$ cat config.mk
export PLATFORM = sky130hd
export DESIGN_NAME = multiplier_iter_param
export DESIGN_NICKNAME = d
export VERILOG_FILES = /design/src/rtl/multiplier_iter_param.sv
export SDC_FILE = /design/constraint.sdc
export NUM_CORES = 1
export LEC_CHECK = 0
export BUFFER_PORTS_ARGS = -buffer_cell sky130_fd_sc_hd__buf_2
export CAP_MARGIN = 20
export CORE_MARGIN = 3
export CORE_UTILIZATION = 40
export CTS_CLUSTER_DIAMETER = 40
export DETAILED_ROUTE_END_ITERATION = 10
export SYNTH_ARGS = -nofsm -noshare
export SYNTH_HDL_FRONTEND = slang
export SYNTH_SLANG_ARGS = --single-unit
export TNS_END_PERCENT = 1
$ cat constraint.sdc
create_clock -name clk -period 8.6 [get_ports clk]
set_clock_uncertainty 0.2 [all_clocks]
set_input_delay 0 -clock clk [delete_from_list [all_inputs] [get_ports clk]]
set_output_delay 0 -clock clk [all_outputs]
set_load 0.1 [all_outputs]
$ cat src/rtl/multiplier_iter_param.sv
// Iterative shift-add multiplier retiring STEP multiplier bits per cycle; per-transaction signed/unsigned.
// Latency: out_valid rises WIDTH/STEP edges after the accept edge; one product per WIDTH/STEP+2 cycles.
// Backpressure: in_ready only in IDLE; the product holds in DONE until out_ready.
module multiplier_iter_param #(
    parameter int WIDTH = 32,
    parameter int STEP  = 1
) (
    input  logic                 clk,
    input  logic                 rst,
    input  logic                 in_valid,
    output logic                 in_ready,
    input  logic [WIDTH-1:0]     x,
    input  logic [WIDTH-1:0]     y,
    input  logic                 sgn,
    output logic [2*WIDTH-1:0]   s,
    output logic                 out_valid,
    input  logic                 out_ready
);
    localparam int N  = WIDTH / STEP;
    localparam int CW = (N > 1) ? $clog2(N) : 1;
    localparam int W2 = 2 * WIDTH;

    generate
        if (WIDTH < 4 || !(STEP == 1 || STEP == 2 || STEP == 4 || STEP == 8) || (WIDTH % STEP) != 0) begin : g_bad_param
            $error("multiplier_iter_param: illegal WIDTH/STEP combination");
        end
    endgenerate

    typedef enum logic [1:0] {IDLE = 2'd0, BUSY = 2'd1, DONE = 2'd2} state_t;

    state_t          state_q, state_d;
    logic [WIDTH-1:0] xm_q, xm_d;
    logic [WIDTH-1:0] ym_q, ym_d;
    logic            neg_q, neg_d;
    logic [W2-1:0]   acc_q, acc_d;
    logic [CW-1:0]   cnt_q, cnt_d;
    logic [W2-1:0]   s_q, s_d;
    logic            ov_q, ov_d;

    logic            last;
    logic [W2-1:0]   pp;
    logic [W2-1:0]   acc_sum;

    assign last    = (cnt_q == CW'(N - 1));
    // Partial product of |x| with the next STEP multiplier bits, aligned to their weight.
    assign pp      = ({{WIDTH{1'b0}}, xm_q} * {{(W2-STEP){1'b0}}, ym_q[STEP-1:0]}) << (STEP * cnt_q);
    assign acc_sum = acc_q + pp;

    always_ff @(posedge clk or negedge rst) begin
        if (!rst) begin
            state_q <= IDLE;
            xm_q    <= '0;
            ym_q    <= '0;
            neg_q   <= 1'b0;
            acc_q   <= '0;
            cnt_q   <= '0;
            s_q     <= '0;
            ov_q    <= 1'b0;
        end else begin
            state_q <= state_d;
            xm_q    <= xm_d;
            ym_q    <= ym_d;
            neg_q   <= neg_d;
            acc_q   <= acc_d;
            cnt_q   <= cnt_d;
            s_q     <= s_d;
            ov_q    <= ov_d;
        end
    end

    always_comb begin
        state_d = state_q;
        case (state_q)
            IDLE:    if (in_valid) state_d = BUSY;
            BUSY:    if (last) state_d = DONE;
            DONE:    if (out_ready) state_d = IDLE;
            default: state_d = IDLE;
        endcase
    end

    always_comb begin
        xm_d  = xm_q;
        ym_d  = ym_q;
        neg_d = neg_q;
        acc_d = acc_q;
        cnt_d = cnt_q;
        s_d   = s_q;
        ov_d  = ov_q;
        case (state_q)
            IDLE: begin
                if (in_valid) begin
                    xm_d  = (sgn && x[WIDTH-1]) ? -x : x;
                    ym_d  = (sgn && y[WIDTH-1]) ? -y : y;
                    neg_d = sgn & (x[WIDTH-1] ^ y[WIDTH-1]);
                    acc_d = '0;
                    cnt_d = '0;
                end
            end
            BUSY: begin
                acc_d = acc_sum;
                ym_d  = ym_q >> STEP;
                cnt_d = cnt_q + CW'(1);
                if (last) begin
                    s_d  = neg_q ? -acc_sum : acc_sum;
                    ov_d = 1'b1;
                end
            end
            DONE: begin
                if (out_ready) ov_d = 1'b0;
            end
            default: ;
        endcase
    end

    always_comb begin
        in_ready  = (state_q == IDLE);
        s         = s_q;
        out_valid = ov_q;
    end
endmodule

Word-level counts from Yosys, hierarchy flattened
Cells that the tools add are included.

word-level totals
  bits in registers = 201
  input port bits = 69
  output and inout bits = 66
  logic and storage cells = 49

operators by class
  $add $sub $neg = 5
  $mul = 1
  eq/ne operators = 6
  shifts and indexed selects = 1
  mux-type cells = 16
  bitwise logic cells = 2
  reduce and logical (&&, ||, !) cells = 10

operators by type and width
  cell                   number
  $mux W64               2
  $pmux W64 S2           1
  $mux W32               3
  $add A64 B64 Y64       1
  $neg A32 Y32           2
  $neg A64 Y64           1
  $pmux W32 S2           1
  $shl A33 B5 Y64        1
  $mul A32 B1 Y33        1
  $pmux W5 S2            1
  $mux W2                3
  $ne A2 B2 Y1 const B   3
  $pmux W2 S3            1
  $reduce_and A2 Y1      3
  $reduce_and A3 Y1      2
  $add A5 B1 Y5 const B  1
  $eq A5 B5 Y1 const B   1
  $mux W5                1
  $reduce_bool A2 Y1     2
  $eq A2 B1 Y1 const B   1
  $eq A2 B2 Y1 const B   1
  $logic_and A1 B1 Y1    2
  $logic_not A2 Y1       1
  $mux W1                2
  3 further kinds        3

Depth between registers and ports, before layout
  depth after elaboration = 5
  gate-level depth with buffers = 24
  gate-level depth less buffers = 22

Least setup slack after synthesis
Ideal clock, no wire load.

  kind = register -> register
  start = reg cnt_q[0]
  end = reg s_q[60] (netlist: s[60])
  setup time = 0.132 ns
  arrival = 5.257 ns
  data required time = 8.268 ns
  slack = 3.012 ns
  stages on the path, launching flop included = 23
  path buffers = 2
  clock period less this slack = 5.588 ns
  cell sequence = dfrtp_1 > buf_1 > mux4_2 > nand2_1 > nor2_1 > a31oi_1 > nand2_1 > o21ai_0 > mux2i_1 > ha_1 > buf_2 > a21oi_1 > o21ai_1 > a21oi_1 > o21bai_1 > or3_1 > o311a_1 > a311o_1 > nor4_4 > nand2_2 > o41ai_2 > xor2_1 > o21ai_1

on the way
  longest elaborated chain between the ends = 4
  elaborated cells on any way between the ends = 6
  classes of those cells = add/sub: 2; eq/ne: 1; shift: 1; mux: 1; reduce/logical: 1

ends and longest elaborated chain
  element                 line  RTL
  start, declared         36    logic [CW-1:0] cnt_q, cnt_d;
  start signal, assigned  65    cnt_q <= cnt_d;
  $shl A33 B5 Y64         46    assign pp = ({{WIDTH{1'b0}}, xm_q} * {{(W2-STEP){1'b0}}, ym_q[STEP-1:0]}) << (STEP * cnt_q);
  $add A64 B64 Y64        47    assign acc_sum = acc_q + pp;
  $neg A64 Y64            104   s_d = neg_q ? -acc_sum : acc_sum;
  $mux W64                104
  end signal, assigned    57    s_q <= '0;
  end signal, assigned    66    s_q <= s_d;
  end, declared           37    logic [W2-1:0] s_q, s_d;

Several ways; a longest one is shown, not always the timed one.
A chain may end at the register's enable or synchronous reset.

Worst setup path in the final report
  start = reg cnt_q[0]
  end = reg s_q[63] (netlist: s[63])

Same word-level chain as after synthesis.

==> reports/metrics.csv <==
stage,metric,value,unit
sta,Max Clk Rate,147,MHz
clock_network,CTS tree,built,
grt,GR Util All Layers,0.251,
power_and_ir_drop,Internal,0.00418,W
hold_path,HP Start,x[0],
hold_path,hold path endpoint,xm_q[0],
layout,area grow syn2layout,20.5,%
floorplan,die width,213,um
clock_network,Root Buffer,clkbuf_16,
grt,GRT met2 Usage,0.397,
grt,grt peak-use layer,met2,
drt,wire per inst,19.8,um
clock_network,postcts setup bufs,0,
hold_path,hold crit path type,input pin to flop,
hold_path,hold path cells,4,
power_and_ir_drop,leakage,8.81,nW
synth,#FFs+latches synth,201,
sta,final cycle utilization of the critical path,0.794,
clock_network,H-tree Lvls,2,
grt,vias in the first global route,16100,
worst_setup_path,r2r worst-path depth,20,
worst_setup_path,Setup crit end kind,flop,
floorplan,total core area,42100,sq um
floorplan,# IOs,135,
drt,final wirelength,57500,um
layout,layout cells sized above 1,0.134,
worst_setup_path,worst-path maximum fanout,34,
power_and_ir_drop,maximum VDD drop,0.191,mV
sta,setup TNS,0,ns
clock_network,Worst-path clk slew,0.06,ns
power_and_ir_drop,clock group share of total power,0.156,
worst_setup_path,Reg-to-Reg End,s[63],
drt,Final ANT Viol Nets,0,
grt,grt ovf,0,
synth,Post-Syn Area,17100,sq um
worst_setup_path,Worst R2R Setup Slack,1.78,ns
power_and_ir_drop,Sequential Power Share,0.179,
sta,"Slew Viols, Final",0,
worst_setup_path,startpoint type of the worst setup path,flop,
sta,RSZ-0062 raised after global routing,no,
job,Max-cap violations,0,
sta,final setup vio count,0,
layout,Antenna diodes,0,
placed_design,PortBufs,134,
floorplan,die area,45300,sq um
floorplan,starting density of the core,0.407,
worst_setup_path,CP required,8.83,ns
worst_setup_path,Arrival @ worst endpoint,7.05,ns
synth,syn avg cell area,7.92,sq um
worst_setup_path,r2r startpoint,cnt_q[0],
grt,largest net degree at the start of global routing,127,
clock_network,CTS sink cnt,201,
drt,DRT Pass-1 Iters,5,
power_and_ir_drop,combinational share of power,0.665,
drt,DR iter-0 viols,1288,
floorplan,FP Rows,75,
synth,Yosys cell types,96,
synth,Post-synth EDFFs,0,
sta,fin crit period,6.82,ns
clock_network,CTS Buf Count,39,
placed_design,Final Wtd Congestion,0.971,
layout,Final Util,0.490,
grt,met1 Use GR,0.356,
power_and_ir_drop,pwr dens,451,nW/um^2
sta,final hold violation count,0,
drt,DR vias,17100,
worst_setup_path,critical path class,flop to flop,
grt,met3 Resource Use GR,0.0404,
sta,slew margin rel.,0.218,
synth,top_reg_cell synth,dfrtp_1,
floorplan,Die Y,213,um
status,status,"complete, no violations",
synth,Synth Instances,2164,
placed_design,HPWL after DPL,43500,um
grt,first-pass GRT wire length,90400,um
power_and_ir_drop,Psw,0.00513,W
synth,Ys Warns,0,
synth,syn_nets,2302,
drt,Post-route DRC,0,
clock_network,CTS Buffer Depth,3,
sta,Least-Margin Pin Slew,1.14,ns
synth,async set-reset flop share out of synthesis,1.00,
drt,vias per cell,5.87,
power_and_ir_drop,Sw Ratio,0.551,
layout,Nets,2481,
clock_network,Clock Latency Late Sink,0.55,ns
synth,post-synthesis sequential area ratio,0.294,
grt,antenna violations before repair,0,
cell usage after synthesis, drive strengths merged (21+ instances only):
cell / n / share of area
a21oi: 124 / 0.041
dfrtp: 201 / 0.29
o21ai: 304 / 0.090
a31oi: 21 / 0.0077
nand2: 339 / 0.074
clkbuf: 103 / 0.023
and2: 21 / 0.0077
nand4: 29 / 0.012
nand3: 105 / 0.031
nor2: 166 / 0.036
nor3: 34 / 0.011
inv: 36 / 0.0079
mux4: 25 / 0.033
a21o: 34 / 0.015
xor2: 70 / 0.036
or3: 24 / 0.0088
mux2i: 26 / 0.015
o31ai: 27 / 0.013
buf: 31 / 0.0080
a22oi: 31 / 0.014
ha: 68 / 0.050
xnor2: 88 / 0.046
timing repair:
item,CTS,global route
endpoints found under the setup margin,0,0
hold buffers,120,0
resized for setup,0,0
endpoints found under the hold margin,133,0
worst max-delay path by stage:
stage | startpoint | to | slack (ns)
detailed placement | cnt_q[0] | s[60] | 1.57
finish | cnt_q[0] | s[63] | 1.78
global placement | cnt_q[0] | s[56] | 1.55
CTS | cnt_q[0] | s[59] | 1.54
global route | cnt_q[0] | s[51] | 1.47
floorplan | cnt_q[0] | s[60] | 3.01
cells in the final DEF (no fill, tap or decap), drive strengths merged, types with 43 or more instances in the layout:
| master | n |
|---|---|
| buf | 152 |
| nand3 | 105 |
| o21ai | 304 |
| inv | 51 |
| ha | 68 |
| nor2 | 166 |
| xnor2 | 88 |
| dlygate4sd3 | 119 |
| clkbuf | 43 |
| dfrtp | 201 |
| a21oi | 124 |
| nand2 | 339 |
| xor2 | 70 |
power by group through the flow:
stage,sequential [W],combinational [W],clock [W]
floorplan,0.00217,0.00398,0
global placement,0.00171,0.00589,0
detailed placement,0.00172,0.00595,0
CTS,0.00171,0.00603,0.00148
global route,0.00171,0.00675,0.00153
finish,0.00166,0.00620,0.00145
sequential cells by signal (all words and copies together), names as in the netlist:
signal     count
xm_q          32
ym_q          32
cnt_q          5
s             64
neg_q          1
acc_q         64
out_valid      1
state_q        2
logic make-up after synthesis:
logic type,after synthesis,share of synthesized area
flip-flops,201,0.294
adder cells (fa/ha/maj),69,0.0508
XOR/XNOR,158,0.0819
AO/OA/AOI/OAI,704,0.264
AND/OR/NAND/NOR,801,0.217
buffers and inverters,171,0.0387
multiplexers,60,0.0540
critical path: stages, from the launching register on:
cell,delay [ns]
dfrtp_2,0.47
buf_12,0.26
mux2_2,0.37
and3_1,0.18
a21oi_1,0.35
mux2_2,0.30
nor2_1,0.05
a21oi_1,0.27
mux2i_1,0.15
ha_1,0.49
nand2_1,0.17
nor3_1,0.36
o311ai_1,0.26
a2111oi_0,1.06
o21a_1,0.24
o211ai_1,0.11
nor4_1,0.60
nand4_2,0.26
o31ai_2,0.30
xnor2_1,0.16
o21ai_1,0.07
metrics by stage:
| stage | power [W] | setup WS [ns] | hold slack, ns | instance area, sq um | instances |
|---|---|---|---|---|---|
| floorplan | 0.00616 | 3.01 | -0.496 | 17100 | 2164 |
| global placement | 0.00760 | 1.55 | -0.158 | 18100 | 2718 |
| detailed placement | 0.00767 | 1.57 | -0.151 | 18100 | 2718 |
| CTS | 0.00922 | 1.54 | 0.128 | 20600 | 2907 |
| global route | 0.00999 | 1.47 | 0.200 | 20600 | 2910 |
| finish | 0.00931 | 1.78 | 0.143 | 20600 | 2910 |
area by class of cell:
type	count	area (sq um)
fill	4122	21500
multi-input combinational	1792	11500
sequential	201	5030
timing repair buffer	272	2090
clock buffer	42	997
tap	539	674
clock inverter	27	240
inverter	37	139
routing by layer:
| metal | part of all wire | vias up |
|---|---|---|
| met4 | 0.024 | 0 |
| li1 | - | 8284 |
| met3 | 0.062 | 91 |
| met5 | 0 | - |
| met2 | 0.45 | 542 |
| met1 | 0.47 | 8166 |
Note: power is estimated with default switching activity, not from simulation.
